## src/rtl/line_scan_sequencer.sv

```systemverilog
// rtl/line_scan_sequencer.sv - line scan address sequencer with registered one-hot line outputs
//
// Purpose:
//   After a start request, steps an address through every code of an ADDR_W-bit
//   space and holds each code for DWELL cycles. It drives the binary address and
//   a registered one-hot line vector for a downstream line decoder or consumer.
//   Supports single-pass (ends with a one-cycle done pulse) and continuous
//   wrap-around scanning, plus an abort via stop.
//
// Optional build macro:
//   LINE_SCAN_DIR_EN - adds input dir, latched with start; dir=1 scans downward
//                      from the top code to 0.
//
// Parameters:
//   ADDR_W  address width, 1..8; the block drives 2^ADDR_W lines
//   DWELL   cycles each address is held, >= 1
//
// Ports:
//   clk         clock, all state updates on the rising edge
//   rst_n       synchronous active-low reset
//   start       scan request, sampled only when idle
//   stop        abort request, sampled only while scanning
//   cont        scan mode, latched with start: 1 continuous, 0 single pass
//   dir         (LINE_SCAN_DIR_EN only) scan direction, latched with start
//   busy        high while scanning
//   addr        current address code (0 when not scanning)
//   addr_valid  high when addr and lines are meaningful
//   lines       one-hot decode of addr while valid, else all zero
//   done        one-cycle pulse after a completed single pass

module line_scan_sequencer #(
  parameter int ADDR_W = 2,
  parameter int DWELL  = 4
) (
  input  logic                     clk,
  input  logic                     rst_n,
  input  logic                     start,
  input  logic                     stop,
  input  logic                     cont,
`ifdef LINE_SCAN_DIR_EN
  input  logic                     dir,
`endif
  output logic                     busy,
  output logic [ADDR_W-1:0]        addr,
  output logic                     addr_valid,
  output logic [(1<<ADDR_W)-1:0]   lines,
  output logic                     done
);

  localparam int NLINES = 1 << ADDR_W;
  localparam int DW_W   = $clog2(DWELL) + 1;

  localparam logic [ADDR_W-1:0] ADDR_MAX   = {ADDR_W{1'b1}};
  localparam logic [ADDR_W-1:0] ADDR_ZERO  = '0;
  localparam logic [DW_W-1:0]   DWELL_LAST = DW_W'(DWELL - 1);

  typedef enum logic [1:0] {
    S_IDLE = 2'd0,
    S_SCAN = 2'd1,
    S_DONE = 2'd2
  } state_t;

  state_t              state_q, state_d;
  logic [ADDR_W-1:0]   addr_q,  addr_d;
  logic [NLINES-1:0]   lines_q, lines_d;
  logic [DW_W-1:0]     dwell_q, dwell_d;
  logic                cont_q,  cont_d;

  // Direction: the request-time value picks the first code, the latched value
  // steers stepping for the rest of the scan.
  logic                desc_req;
  logic                desc_cur;
`ifdef LINE_SCAN_DIR_EN
  logic                dir_q, dir_d;
  assign desc_req = dir;
  assign desc_cur = dir_q;
`else
  assign desc_req = 1'b0;
  assign desc_cur = 1'b0;
`endif

  logic [ADDR_W-1:0]   first_addr;
  logic [ADDR_W-1:0]   last_addr;
  logic [ADDR_W-1:0]   step_addr;
  logic                dwell_expired;

  assign first_addr    = desc_req ? ADDR_MAX  : ADDR_ZERO;
  assign last_addr     = desc_cur ? ADDR_ZERO : ADDR_MAX;
  // Stepping modulo 2^ADDR_W makes the continuous-mode wrap fall out of the
  // same adder: max+1 -> 0 ascending, 0-1 -> max descending.
  assign step_addr     = desc_cur ? (addr_q - ADDR_W'(1)) : (addr_q + ADDR_W'(1));
  assign dwell_expired = (dwell_q == DWELL_LAST);

  function automatic logic [NLINES-1:0] onehot(input logic [ADDR_W-1:0] a);
    logic [NLINES-1:0] v;
    v    = '0;
    v[a] = 1'b1;
    return v;
  endfunction

  always_ff @(posedge clk) begin
    if (!rst_n) begin
      state_q <= S_IDLE;
      addr_q  <= '0;
      lines_q <= '0;
      dwell_q <= '0;
      cont_q  <= 1'b0;
`ifdef LINE_SCAN_DIR_EN
      dir_q   <= 1'b0;
`endif
    end else begin
      state_q <= state_d;
      addr_q  <= addr_d;
      lines_q <= lines_d;
      dwell_q <= dwell_d;
      cont_q  <= cont_d;
`ifdef LINE_SCAN_DIR_EN
      dir_q   <= dir_d;
`endif
    end
  end

  always_comb begin
    state_d = state_q;
    addr_d  = addr_q;
    lines_d = lines_q;
    dwell_d = dwell_q;
    cont_d  = cont_q;
`ifdef LINE_SCAN_DIR_EN
    dir_d   = dir_q;
`endif

    unique case (state_q)
      S_IDLE: begin
        if (start) begin
          state_d = S_SCAN;
          addr_d  = first_addr;
          lines_d = onehot(first_addr);
          dwell_d = '0;
          cont_d  = cont;
`ifdef LINE_SCAN_DIR_EN
          dir_d   = dir;
`endif
        end
      end

      S_SCAN: begin
        if (stop) begin
          // Abort wins over dwell expiry: no advance, no done pulse.
          state_d = S_IDLE;
          addr_d  = '0;
          lines_d = '0;
          dwell_d = '0;
        end else if (dwell_expired) begin
          dwell_d = '0;
          if (addr_q == last_addr && !cont_q) begin
            state_d = S_DONE;
            addr_d  = '0;
            lines_d = '0;
          end else begin
            addr_d  = step_addr;
            lines_d = onehot(step_addr);
          end
        end else begin
          dwell_d = dwell_q + DW_W'(1);
        end
      end

      S_DONE: begin
        // Single fixed cycle; start is not honoured until back in IDLE.
        state_d = S_IDLE;
        addr_d  = '0;
        lines_d = '0;
        dwell_d = '0;
      end

      default: begin
        state_d = S_IDLE;
        addr_d  = '0;
        lines_d = '0;
        dwell_d = '0;
      end
    endcase
  end

  assign busy       = (state_q == S_SCAN);
  assign addr_valid = (state_q == S_SCAN);
  assign done       = (state_q == S_DONE);
  assign addr       = addr_q;
  assign lines      = lines_q;

endmodule

```

## config.mk

```make
export PLATFORM = sky130hd
export DESIGN_NAME = line_scan_sequencer
export DESIGN_NICKNAME = d
export VERILOG_FILES = /design/src/rtl/line_scan_sequencer.sv
export SDC_FILE = /design/constraint.sdc
export NUM_CORES = 1
export LEC_CHECK = 0
export BUFFER_PORTS_ARGS = -buffer_cell sky130_fd_sc_hd__buf_2
export CAP_MARGIN = 5
export CELL_PAD_IN_SITES_DETAIL_PLACEMENT = 0
export CELL_PAD_IN_SITES_GLOBAL_PLACEMENT = 1
export CORE_MARGIN = 5
export CORE_UTILIZATION = 40
export CTS_BUF_LIST = sky130_fd_sc_hd__clkbuf_2 sky130_fd_sc_hd__clkbuf_4 sky130_fd_sc_hd__clkbuf_8
export DETAILED_ROUTE_END_ITERATION = 6
export PLACE_DENSITY_LB_ADDON = 0.1
export SETUP_SLACK_MARGIN = 0.05
export SYNTH_ARGS = -nofsm -noshare
export SYNTH_HDL_FRONTEND = slang
export SYNTH_SLANG_ARGS = --single-unit
```

## constraint.sdc

```tcl
create_clock -name clk -period 1.7 [get_ports clk]
set_input_delay 0.17 -clock clk [delete_from_list [all_inputs] [get_ports clk]]
set_output_delay 0.17 -clock clk [all_outputs]
set_load 0.05 [all_outputs]
```

## After elaboration in Yosys (flattened, before gate mapping)

Index checks and enable logic that the tools add are counted.

- Logic and storage cells: 44
- Output and inout bits: 9
- Register bits after elaboration: 12

- Magnitude comparators: 2
- Muxes and demuxes: 21
- Reduce and logical (&&, ||, !) cells: 7
- Add/sub/neg operators: 2
- Equality and inequality tests: 7

Operator list:

| kind | number |
|---|---|
| $mux W2 | 8 |
| $mux W4 | 4 |
| $mux W3 | 3 |
| $pmux W2 S2 | 2 |
| $pmux W4 S2 | 1 |
| $ne A3 B2 Y1 const B | 2 |
| $pmux W3 S2 | 1 |
| $eq A2 B2 Y1 const B | 2 |
| $reduce_and A2 Y1 | 2 |
| $add A3 B1 Y3 const B | 1 |
| $eq A3 B2 Y1 const B | 1 |
| $lt A2 B3 Y1 const B | 1 |
| $reduce_and A3 Y1 | 1 |
| $add A2 B1 Y2 const B | 1 |
| $demux W1 S2 | 1 |
| $eq A2 B1 Y1 const B | 1 |
| $ge A2 B1 Y1 const B | 1 |
| $logic_and A1 B1 Y1 | 2 |
| $logic_not A2 Y1 | 1 |
| $ne A2 B2 Y1 const B | 1 |
| $logic_not A1 Y1 | 1 |
| $mux W1 | 1 |

## Longest topological paths before layout

Gate-level depths: netlist (run 1).

- Word-level depth: 9
- Mapped depth: 4
- Depth with buffers taken out: 4

## Worst setup path before layout (run 1)

Ideal clock, no wire load.

- Path kind: register -> output
- Start point: reg state_q[0]
- End point: out busy
- Slack: -181 ps
- Data arrival time: 1,711 ps
- Cell stages (with the launch flop): 4
- Buffers on the path: 2
- Data required time: 1,530 ps
- Cell sequence: dfxtp_1 buf_2 nor2b_1 buf_4

- Cells in the longest elaborated chain, start to end: 1

Ends and longest elaborated chain:

| item | line | text |
|---|---|---|
| start, declared | 63 | `state_t state_q, state_d;` |
| start signal, assigned | 112 | `state_q <= state_d;` |
| $eq A2 B1 Y1 | - |  |
| end, declared | 43 | `output logic busy,` |

No other way between the ends.

## Worst setup path after layout (run 1)

- Start point: reg state_q[0]
- End point: out addr_valid

- Cells in the longest elaborated chain, start to end: 1

Ends and longest elaborated chain:

| item | line | text |
|---|---|---|
| $eq A2 B1 Y1 | 187 | `assign addr_valid = (state_q == S_SCAN);` |
| end, declared | 45 | `output logic addr_valid,` |

No other way between the ends.

==> results.json, run 1 <==
{
  "slew_viol_final": 0,
  "cp-start-kind": "flip-flop",
  "cts_made_buffers": 3,
  "finalPower_w": 0.000643,
  "diodes": 0,
  "drt_wl_total_um": 1410,
  "cts_root_buf": "clkbuf_4",
  "portBuffers": 13,
  "dieWidth_um": 50.2,
  "drtIter0Drc": 14,
  "layout_min_cycle_time_ps": 1490,
  "nets": 101,
  "crit_required_ps": 1530,
  "grt.overflow.total": 0,
  "synth_fp_nets": 83,
  "arrival_ps": 1320,
  "cts_hold_buf": 0,
  "grt_pass1_vias": 516,
  "dieArea_sq_um": 2520,
  "antenna_found_initial": 0,
  "start_util": 0.424,
  "finalWeightedCongestion": 0.733,
  "netlist_area_sq_um": 646,
  "final_cell_mix": "buf_2 (13), dfxtp_1 (12), nor2b_1 (5), mux2i_1 (5), ha_1 (5)",
  "path_class": "reg2out",
  "setup_violations": 0,
  "hold_ws_ps": 142,
  "vias_per_cell": 5.32,
  "synth_cells": 73,
  "clk_path_buf_depth": 2,
  "io_pins": 14,
  "r2r-end": "addr[0]$_SDFFE_PN0P_",
  "period_share": 0.876,
  "antenna_left": 0,
  "cap_violations": 0,
  "ys_ff_latch": 12,
  "cts_max_level": 1,
  "cts_setup_buffers": 0,
  "final_hold_viol_count": 0,
  "tritoncts": "done",
  "area_delta_synth_final_pct": 18.6,
  "wire_per_inst_um": 13.4,
  "clock_skew_ps": 2.50,
  "ys_types": 26,
  "relSlewSlack": 0.734,
  "die_h_um": 50.2,
  "first_pass_iters": 4,
  "min-delay-start": "rst_n",
  "rows": 14,
  "power_leakage_nw": 0.335,
  "grt_max_degree": 13,
  "drive_above_1_share": 0.247,
  "ir_drop_v": 0.000343,
  "vias": 559,
  "hold_end": "cont_q$_SDFFE_PN0P_",
  "syn_avg_cell_area_sq_um": 8.84,
  "rrSetupSlack_ps": 240,
  "grt_first_pass_wirelength_um": 2420,
  "fmax_ghz": 0.671,
  "status": "completed",
  "cts.sinks": 12,
  "grtUsageTotal": 0.125,
  "rsz0062_at_grt": "no",
  "r2r_start": "state_q[0]$_SDFFE_PN0P_",
  "hold_path_depth": 2,
  "hp-class": "in2reg",
  "crit_fanout": 12,
  "end_kind": "output port",
  "ys_warn_count": 0,
  "power_density_nw_per_um2": 840,
  "seq_area_frac_synth": 0.372,
  "drcViolationCount": 0,
  "insertion_delay_ps": 270,
  "cts.clk_slew.worst_paths_ps": 70,
  "r2r_cells": 3,
  "worst_slew_pin_slew_ps": 399,
  "post-dp-hpwl_um": 1070,
  "final_common_cell": "buf_2",
  "fin_tns_setup_ps": 0,
  "coreArea_sq_um": 1520,
  "cts_resized": 0
}
==> cells by family (layout without fill, tap and decap cells) <==
kind of cell / after synthesis / in the layout / synth area share
AOI/OAI and AO/OA: 16 / 16 / 0.171
xor gates and xnor gates: 1 / 1 / 0.0136
adders and majority gates: 5 / 5 / 0.0969
buffers and inverters: 8 / 24 / 0.0543
DFF: 12 / 12 / 0.372
muxes: 5 / 5 / 0.0775
and+or+nand+nor: 26 / 26 / 0.215
==> sequential cells by signal, indices dropped and copies added, names as in the netlist <==
name	flops
dwell_q	3
cont_q	1
lines	4
state_q	2
addr	2
==> power breakdown <==
part / switching [W] / internal [W]
logic: 0.000100 / 0.0000556
clock network: 0.0000917 / 0.0000819
registers: 0.0000174 / 0.000296
total: 0.000209 / 0.000434
==> synth_stat cells <==
cell type	instances	area share
a21oi_1	3	0.023
buf_2	1	0.0077
buf_4	1	0.012
clkbuf_1	2	0.012
dfxtp_1	12	0.37
ha_1	5	0.097
inv_1	4	0.023
mux2i_1	5	0.078
nand2_1	4	0.023
nand2b_1	2	0.019
nand2b_2	1	0.014
nand3_1	4	0.031
nor2_1	4	0.023
nor2b_1	6	0.058
nor3_1	3	0.023
nor3b_1	1	0.012
o2111ai_1	1	0.014
o21a_1	1	0.012
o21ai_0	4	0.031
o221ai_1	2	0.027
o22a_1	2	0.027
o22ai_1	1	0.0097
o31ai_1	1	0.012
o32a_1	1	0.016
or4_1	1	0.012
xor2_1	1	0.014
==> worst max-delay path, stage by stage (launching register included) <==
cell	delay, ps
dfxtp_1	570
nor2b_2	220
buf_2	260
==> metrics by stage <==
step | utilization | instance area [sq um] | instances | setup WS (ps)
after floorplan | - | 648 | 73 | 116
after global placement | 0.488 | 743 | 102 | 324
after detailed placement | 0.488 | 743 | 102 | 275
after CTS | 0.502 | 766 | 105 | 201
after global routing | 0.502 | 766 | 105 | 107
final | 0.502 | 766 | 105 | 210
==> layer usage <==
metal,wire length [um],vias to the layer above,global-route usage
li1,-,295,-
met1,712,253,0.181
met2,629,7,0.165
met3,49,4,0.0355
met4,21,0,0.0655
met5,0,-,0
==> cell type report <==
| class | count | area, sq um |
|---|---|---|
| Timing Repair Buffer | 17 | 95.1 |
| Clock buffer | 3 | 22.5 |
| Fill cell | 161 | 758 |
| Tap cell | 16 | 20.0 |
| Inverter | 4 | 15.0 |
| Sequential cell | 12 | 240 |
| Multi-Input combinational cell | 53 | 373 |
==> worst max path at each step <==
stage / startpoint / end / slack (ps) / cells after the start
4_1_cts: state_q[0]$_SDFFE_PN0P_ / addr_valid / 200 / 2
5_1_grt: state_q[0]$_SDFFE_PN0P_ / addr_valid / 110 / 2
6_report: state_q[0]$_SDFFE_PN0P_ / addr_valid / 210 / 2
2_1_floorplan: state_q[0]$_SDFFE_PN0P_ / busy / 120 / 3
3_5_place_dp: state_q[0]$_SDFFE_PN0P_ / addr[0]$_SDFFE_PN0P_ / 280 / 3
3_3_place_gp: state_q[0]$_SDFFE_PN0P_ / addr[0]$_SDFFE_PN0P_ / 320 / 3
Note: power is estimated with default switching activity, not from simulation.
==> inputs of run 2 (changes only) <==
==> constraint.sdc (replaced) <==
create_clock -name clk -period 1.7 [get_ports clk]
set_input_delay 0.17 -clock clk [delete_from_list [all_inputs] [get_ports clk]]
set_output_delay 0.17 -clock clk [all_outputs]
set_load 0.005 [all_outputs]
==> run 2 against run 1 <==
Effect of this change: critical endpoint unchanged; utilization is 0.16 points lower; via count down 1.3%; worst hold slack worse by 13 ps; highest routed layer unchanged; critical path type unchanged.
==> results.json, run 2 (synthesized netlist as in run 1, its figures left out) <==
{
  "fillers": 173,
  "hold_ws_ps": 130,
  "clk_path_buf_depth": 2,
  "cp-start-kind": "flip-flop",
  "power_leakage_nw": 0.335,
  "cts.clk_slew.worst_paths_ps": 70,
  "dieArea_sq_um": 2520,
  "largest_register_ffs": 4,
  "relSlewSlack": 0.766,
  "crit_required_ps": 1530,
  "final_cell_mix": "buf_2 (13), dfxtp_1 (12), nor2b_1 (6)",
  "grt_pass1_vias": 549,
  "rows": 14,
  "slew_viol_final": 0,
  "die_h_um": 50.2,
  "cts_hold_buf": 0,
  "cts_resized": 0,
  "path_class": "reg2out",
  "rrSetupSlack_ps": 270,
  "io_pins": 14,
  "area_delta_synth_final_pct": 18.2,
  "drive_above_1_share": 0.236,
  "antenna_left": 0,
  "drtIter0Drc": 8,
  "power_density_nw_per_um2": 789,
  "period_share": 0.856,
  "setup_ws_ps": 244,
  "utilization": 0.501,
  "post-dp-hpwl_um": 1070,
  "final_common_cell": "buf_2",
  "dieWidth_um": 50.2,
  "cts_setup_buffers": 0,
  "fin_tns_setup_ps": 0,
  "vias_per_cell": 5.26,
  "wire_per_inst_um": 13.3,
  "cts.sinks": 12,
  "cts_root_buf": "clkbuf_4",
  "clock_skew_ps": 3.35,
  "ir_drop_v": 0.000404,
  "crit_fanout": 9,
  "grt.overflow.total": 0,
  "rsz0062_at_grt": "no",
  "antenna_found_initial": 0,
  "finalWeightedCongestion": 0.710,
  "fmax_ghz": 0.687,
  "portBuffers": 13,
  "drcViolationCount": 0,
  "nets": 101,
  "first_pass_iters": 4,
  "end_kind": "output port",
  "drt_wl_total_um": 1400,
  "finalPower_w": 0.000602,
  "diodes": 0,
  "grtUsageTotal": 0.122,
  "tritoncts": "done",
  "start_util": 0.424,
  "cts_made_buffers": 3,
  "coreArea_sq_um": 1520,
  "hp-class": "in2reg",
  "cap_violations": 0,
  "arrival_ps": 1290,
  "vias": 552,
  "worst_slew_pin_slew_ps": 350,
  "final_hold_viol_count": 0,
  "grt_max_degree": 10,
  "status": "completed",
  "layout_min_cycle_time_ps": 1460,
  "insertion_delay_ps": 280,
  "grt_first_pass_wirelength_um": 2350,
  "preCtsSetupSlack_ps": 292,
  "setup_violations": 0,
  "cts_max_level": 1
}
## run 2: cell counts in the layout (fill, tap and decap cells not counted)
No cell type changed its count.
## run 2: path summary, 6_finish.rpt
path         depth (start not counted)                       to                     from
max                                  3               addr_valid  state_q[0]$_SDFFE_PN0P_
min                                  2      cont_q$_SDFFE_PN0P_                    rst_n
max reg2reg                          4    lines[0]$_SDFFE_PN0P_  dwell_q[0]$_SDFFE_PN0P_
min reg2reg                          2  dwell_q[2]$_SDFFE_PN0P_  dwell_q[2]$_SDFFE_PN0P_
## run 2: layout make-up
cell class | instances | area, sq um | share of cell area
multi-input cells | 53 | 370 | 0.485
flip-flops and latches | 12 | 240 | 0.315
repair buffers | 17 | 95.1 | 0.125
clock buffers | 3 | 22.5 | 0.0295
well taps | 16 | 20.0 | 0.0262
inverters | 4 | 15.0 | 0.0197
## run 2: routing by layer
metal | vias to the layer above | global-route usage | part of all wire
li1 | 292 | - | -
met1 | 248 | 0.156 | 0.50
met2 | 7 | 0.176 | 0.44
met3 | 5 | 0.0385 | 0.026
met4 | 0 | 0.0742 | 0.025
met5 | - | 0 | 0
## run 2: metrics by stage
stage,cell area [sq um],std cells
detailed placement,741,102
CTS,763,105
finish,763,105
floorplan,646,73
global placement,741,102
global route,763,105
## run 2: power breakdown
group / switching [W] / internal, W
sequential: 0.0000157 / 0.000296
combinational: 0.0000569 / 0.0000547
clock: 0.0000965 / 0.0000822
total: 0.000169 / 0.000433
## run 2: critical path, stage by stage, from the launching register on
cell and delay [ps]:
dfxtp_1 520, buf_4 210, nor2b_1 150, buf_2 130
==> inputs of run 3 (changes only) <==
--- a/config.mk
+++ b/config.mk
@@ -5,16 +5,19 @@
 export SDC_FILE = /design/constraint.sdc
 export NUM_CORES = 1
 export LEC_CHECK = 0
+export ABC_AREA = 1
 export BUFFER_PORTS_ARGS = -buffer_cell sky130_fd_sc_hd__buf_2
 export CAP_MARGIN = 5
 export CELL_PAD_IN_SITES_DETAIL_PLACEMENT = 0
 export CELL_PAD_IN_SITES_GLOBAL_PLACEMENT = 1
 export CORE_MARGIN = 5
-export CORE_UTILIZATION = 40
+export CORE_UTILIZATION = 38
 export CTS_BUF_LIST = sky130_fd_sc_hd__clkbuf_2 sky130_fd_sc_hd__clkbuf_4 sky130_fd_sc_hd__clkbuf_8
 export DETAILED_ROUTE_END_ITERATION = 6
 export PLACE_DENSITY_LB_ADDON = 0.1
 export SETUP_SLACK_MARGIN = 0.05
+export SLEW_MARGIN = 15
 export SYNTH_ARGS = -nofsm -noshare
 export SYNTH_HDL_FRONTEND = slang
 export SYNTH_SLANG_ARGS = --single-unit
+export TNS_END_PERCENT = 20
==> run 3 against run 2 <==
Effect of this change: global-route usage increased by 0.099 points; cell area grew 0.49%; utilization fell by 4.2 points; clock power up 31%; largest cell class unchanged; largest power group unchanged.
==> results.json, run 3 <==
{
  "p_clk_frac": 0.351,
  "hold_path_depth": 3,
  "grt.overflow.total": 0,
  "drive_above_1_share": 0.271,
  "finalWeightedCongestion": 0.769,
  "ys_async_sr_fraction": 0,
  "hold_ws_ps": 171,
  "hold_end": "cont_q$_SDFFE_PN0P_",
  "cts_resized": 0,
  "grt_max_degree": 8,
  "comb_power_share": 0.181,
  "yosysMostFrequentCell": "nand2_1",
  "area_delta_synth_final_pct": 17.7,
  "cts.sinks": 12,
  "cts.clk_slew.worst_paths_ps": 80,
  "clk_path_buf_depth": 2,
  "fin_cells": 124,
  "start_util": 0.390,
  "rrSetupSlack_ps": 550,
  "fin_tns_setup_ps": 0,
  "multi_input_area_sq_um": 348,
  "synth_cells": 91,
  "drtIter0Drc": 10,
  "synth_fp_nets": 101,
  "layout_min_cycle_time_ps": 1270,
  "power_density_nw_per_um2": 872,
  "drcViolationCount": 0,
  "setup_violations": 0,
  "slew_viol_final": 0,
  "r2r-end": "lines[0]$_SDFFE_PN0P_",
  "syn_avg_cell_area_sq_um": 7.16,
  "rows": 15,
  "ys_warn_count": 0,
  "first_pass_iters": 4,
  "seqPwrFrac": 0.468,
  "cts_hold_buf": 0,
  "drt_wl_total_um": 1370,
  "wire_per_inst_um": 11.0,
  "cap_violations": 0,
  "synth_top_family_by_area": "simple AND/OR/NAND/NOR gates",
  "arrival_ps": 1100,
  "crit_required_ps": 1530,
  "synth-simple-area-share": 0.384,
  "power_leakage_nw": 0.405,
  "ys_ff_latch": 12,
  "die_h_um": 51.4,
  "ys_types": 15,
  "synth_xor_area_frac": 0,
  "synthTopCellsByArea": "dfxtp_1 (37%), nand2_1 (11%), ha_1 (9.6%)",
  "cts_root_buf": "clkbuf_4",
  "netlist_area_sq_um": 652,
  "synth-edff-count": 0,
  "ys_top_cells_by_count": "nand2_1 (19), dfxtp_1 (12), inv_1 (12), nor2_1 (12), nand3_1 (10)",
  "final_hold_viol_count": 0,
  "seq_area_frac_synth": 0.369,
  "r2r_start": "dwell_q[0]$_SDFFE_PN0P_",
  "period_share": 0.749,
  "antenna_left": 0,
  "vias": 601,
  "dieArea_sq_um": 2640,
  "r2r_cells": 7,
  "synth_top_cell_by_area": "dfxtp_1",
  "fillers": 187,
  "synth_flop_cell": "dfxtp_1",
  "status": "completed",
  "min-delay-start": "cont",
  "relSlewSlack": 0.835,
  "portBuffers": 13,
  "antenna_found_initial": 0,
  "synthAdderAreaFrac": 0.0960,
  "dieWidth_um": 51.4,
  "cts_setup_buffers": 0,
  "switching_share": 0.290,
  "clock_skew_ps": 0.964,
  "tritoncts": "done",
  "p_int_w": 0.000475,
  "diodes": 0,
  "nets": 118,
  "final_common_cell": "nand2_1",
  "insertion_delay_ps": 280,
  "io_pins": 14,
  "ir_drop_v": 0.000378,
  "cts_max_level": 1,
  "muxShareOfSynthArea": 0,
  "cp-start-kind": "flip-flop",
  "place_inst": 120,
  "vias_per_cell": 4.85,
  "grt_first_pass_wirelength_um": 2440,
  "coreArea_sq_um": 1670,
  "fmax_ghz": 0.786,
  "synth_top_cell_area_share": 0.369,
  "p_sw_w": 0.000194,
  "grt_pass1_vias": 588,
  "largest_register_ffs": 4,
  "post-dp-hpwl_um": 1110,
  "final_cell_mix": "nand2_1 (19), buf_2 (13), inv_1 (12), nor2_1 (12), dfxtp_1 (12)",
  "worst_slew_pin_slew_ps": 248,
  "end_kind": "output port",
  "cts_made_buffers": 3,
  "crit_fanout": 6,
  "grtUsageTotal": 0.122,
  "path_class": "reg2out",
  "rsz0062_at_grt": "no",
  "synth-compound-area-share": 0.0537,
  "hp-class": "in2reg",
  "seqCellArea_sq_um": 240
}
==> run 3: cell types whose count changed after synthesis, moves of 3 or more <==
cell and change:
inv_1 +8, inv_2 +3, mux2i_1 -5, nand2_1 +15, nand2_4 +3, nand3_1 +6
nor2_1 +8, nor2b_1 -6
==> run 3: cell type report <==
type / count / share of cell area
clock buffer: 4 / 0.0473
inverter: 15 / 0.0734
multi-input combinational: 63 / 0.454
sequential: 12 / 0.313
tap: 17 / 0.0277
timing repair buffer: 13 / 0.0848
==> run 3: cells by family (layout without fill, tap and decap cells) <==
family                   Yosys count  count (layout)
AO/OA/AOI/OAI                      7               7
adder cells (fa/ha/maj)            5               5
buffers and inverters             16              32
flip-flops                        12              12
AND/OR/NAND/NOR                   51              51
==> run 3: power groups by stage <==
stage | Sequential (W) | Clock [W] | Combinational, W
floorplan | 0.000319 | 0 | 0.0000854
global placement | 0.000320 | 0 | 0.000124
detailed placement | 0.000320 | 0 | 0.000124
CTS | 0.000313 | 0.000243 | 0.000124
global route | 0.000316 | 0.000254 | 0.000141
finish | 0.000313 | 0.000235 | 0.000121
==> run 3: worst max path at each step <==
stage / from / to / slack (ps)
floorplan: dwell_q[0]$_SDFFE_PN0P_ / lines[0]$_SDFFE_PN0P_ / 660
global placement: dwell_q[0]$_SDFFE_PN0P_ / lines[0]$_SDFFE_PN0P_ / 550
detailed placement: dwell_q[0]$_SDFFE_PN0P_ / lines[0]$_SDFFE_PN0P_ / 540
CTS: state_q[0]$_SDFFE_PN0P_ / addr_valid / 410
global route: state_q[0]$_SDFFE_PN0P_ / addr_valid / 350
finish: state_q[0]$_SDFFE_PN0P_ / addr_valid / 430
==> run 3: layer usage <==
layer  global-route usage  wire length, um  vias up
li1                     -                -      312
met1                0.147              634      270
met2                0.203              629       14
met3               0.0321               74        5
met4               0.0524               28        0
met5                    0                0        -
==> run 3: critical path, cell delays in order, from the launching register on <==
cell and delay [ps]:
dfxtp_1 460, inv_2 50, nor2_2 160, buf_2 150
==> run 3: through the flow <==
stage	area [sq um]	total power (W)	util	setup WS (ps)
6_report	767	0.000669	0.459	427
3_5_place_dp	731	0.000444	0.437	541
2_1_floorplan	652	0.000404	-	662
5_1_grt	767	0.000711	0.459	350
4_1_cts	767	0.000681	0.459	415
3_3_place_gp	731	0.000443	0.437	550
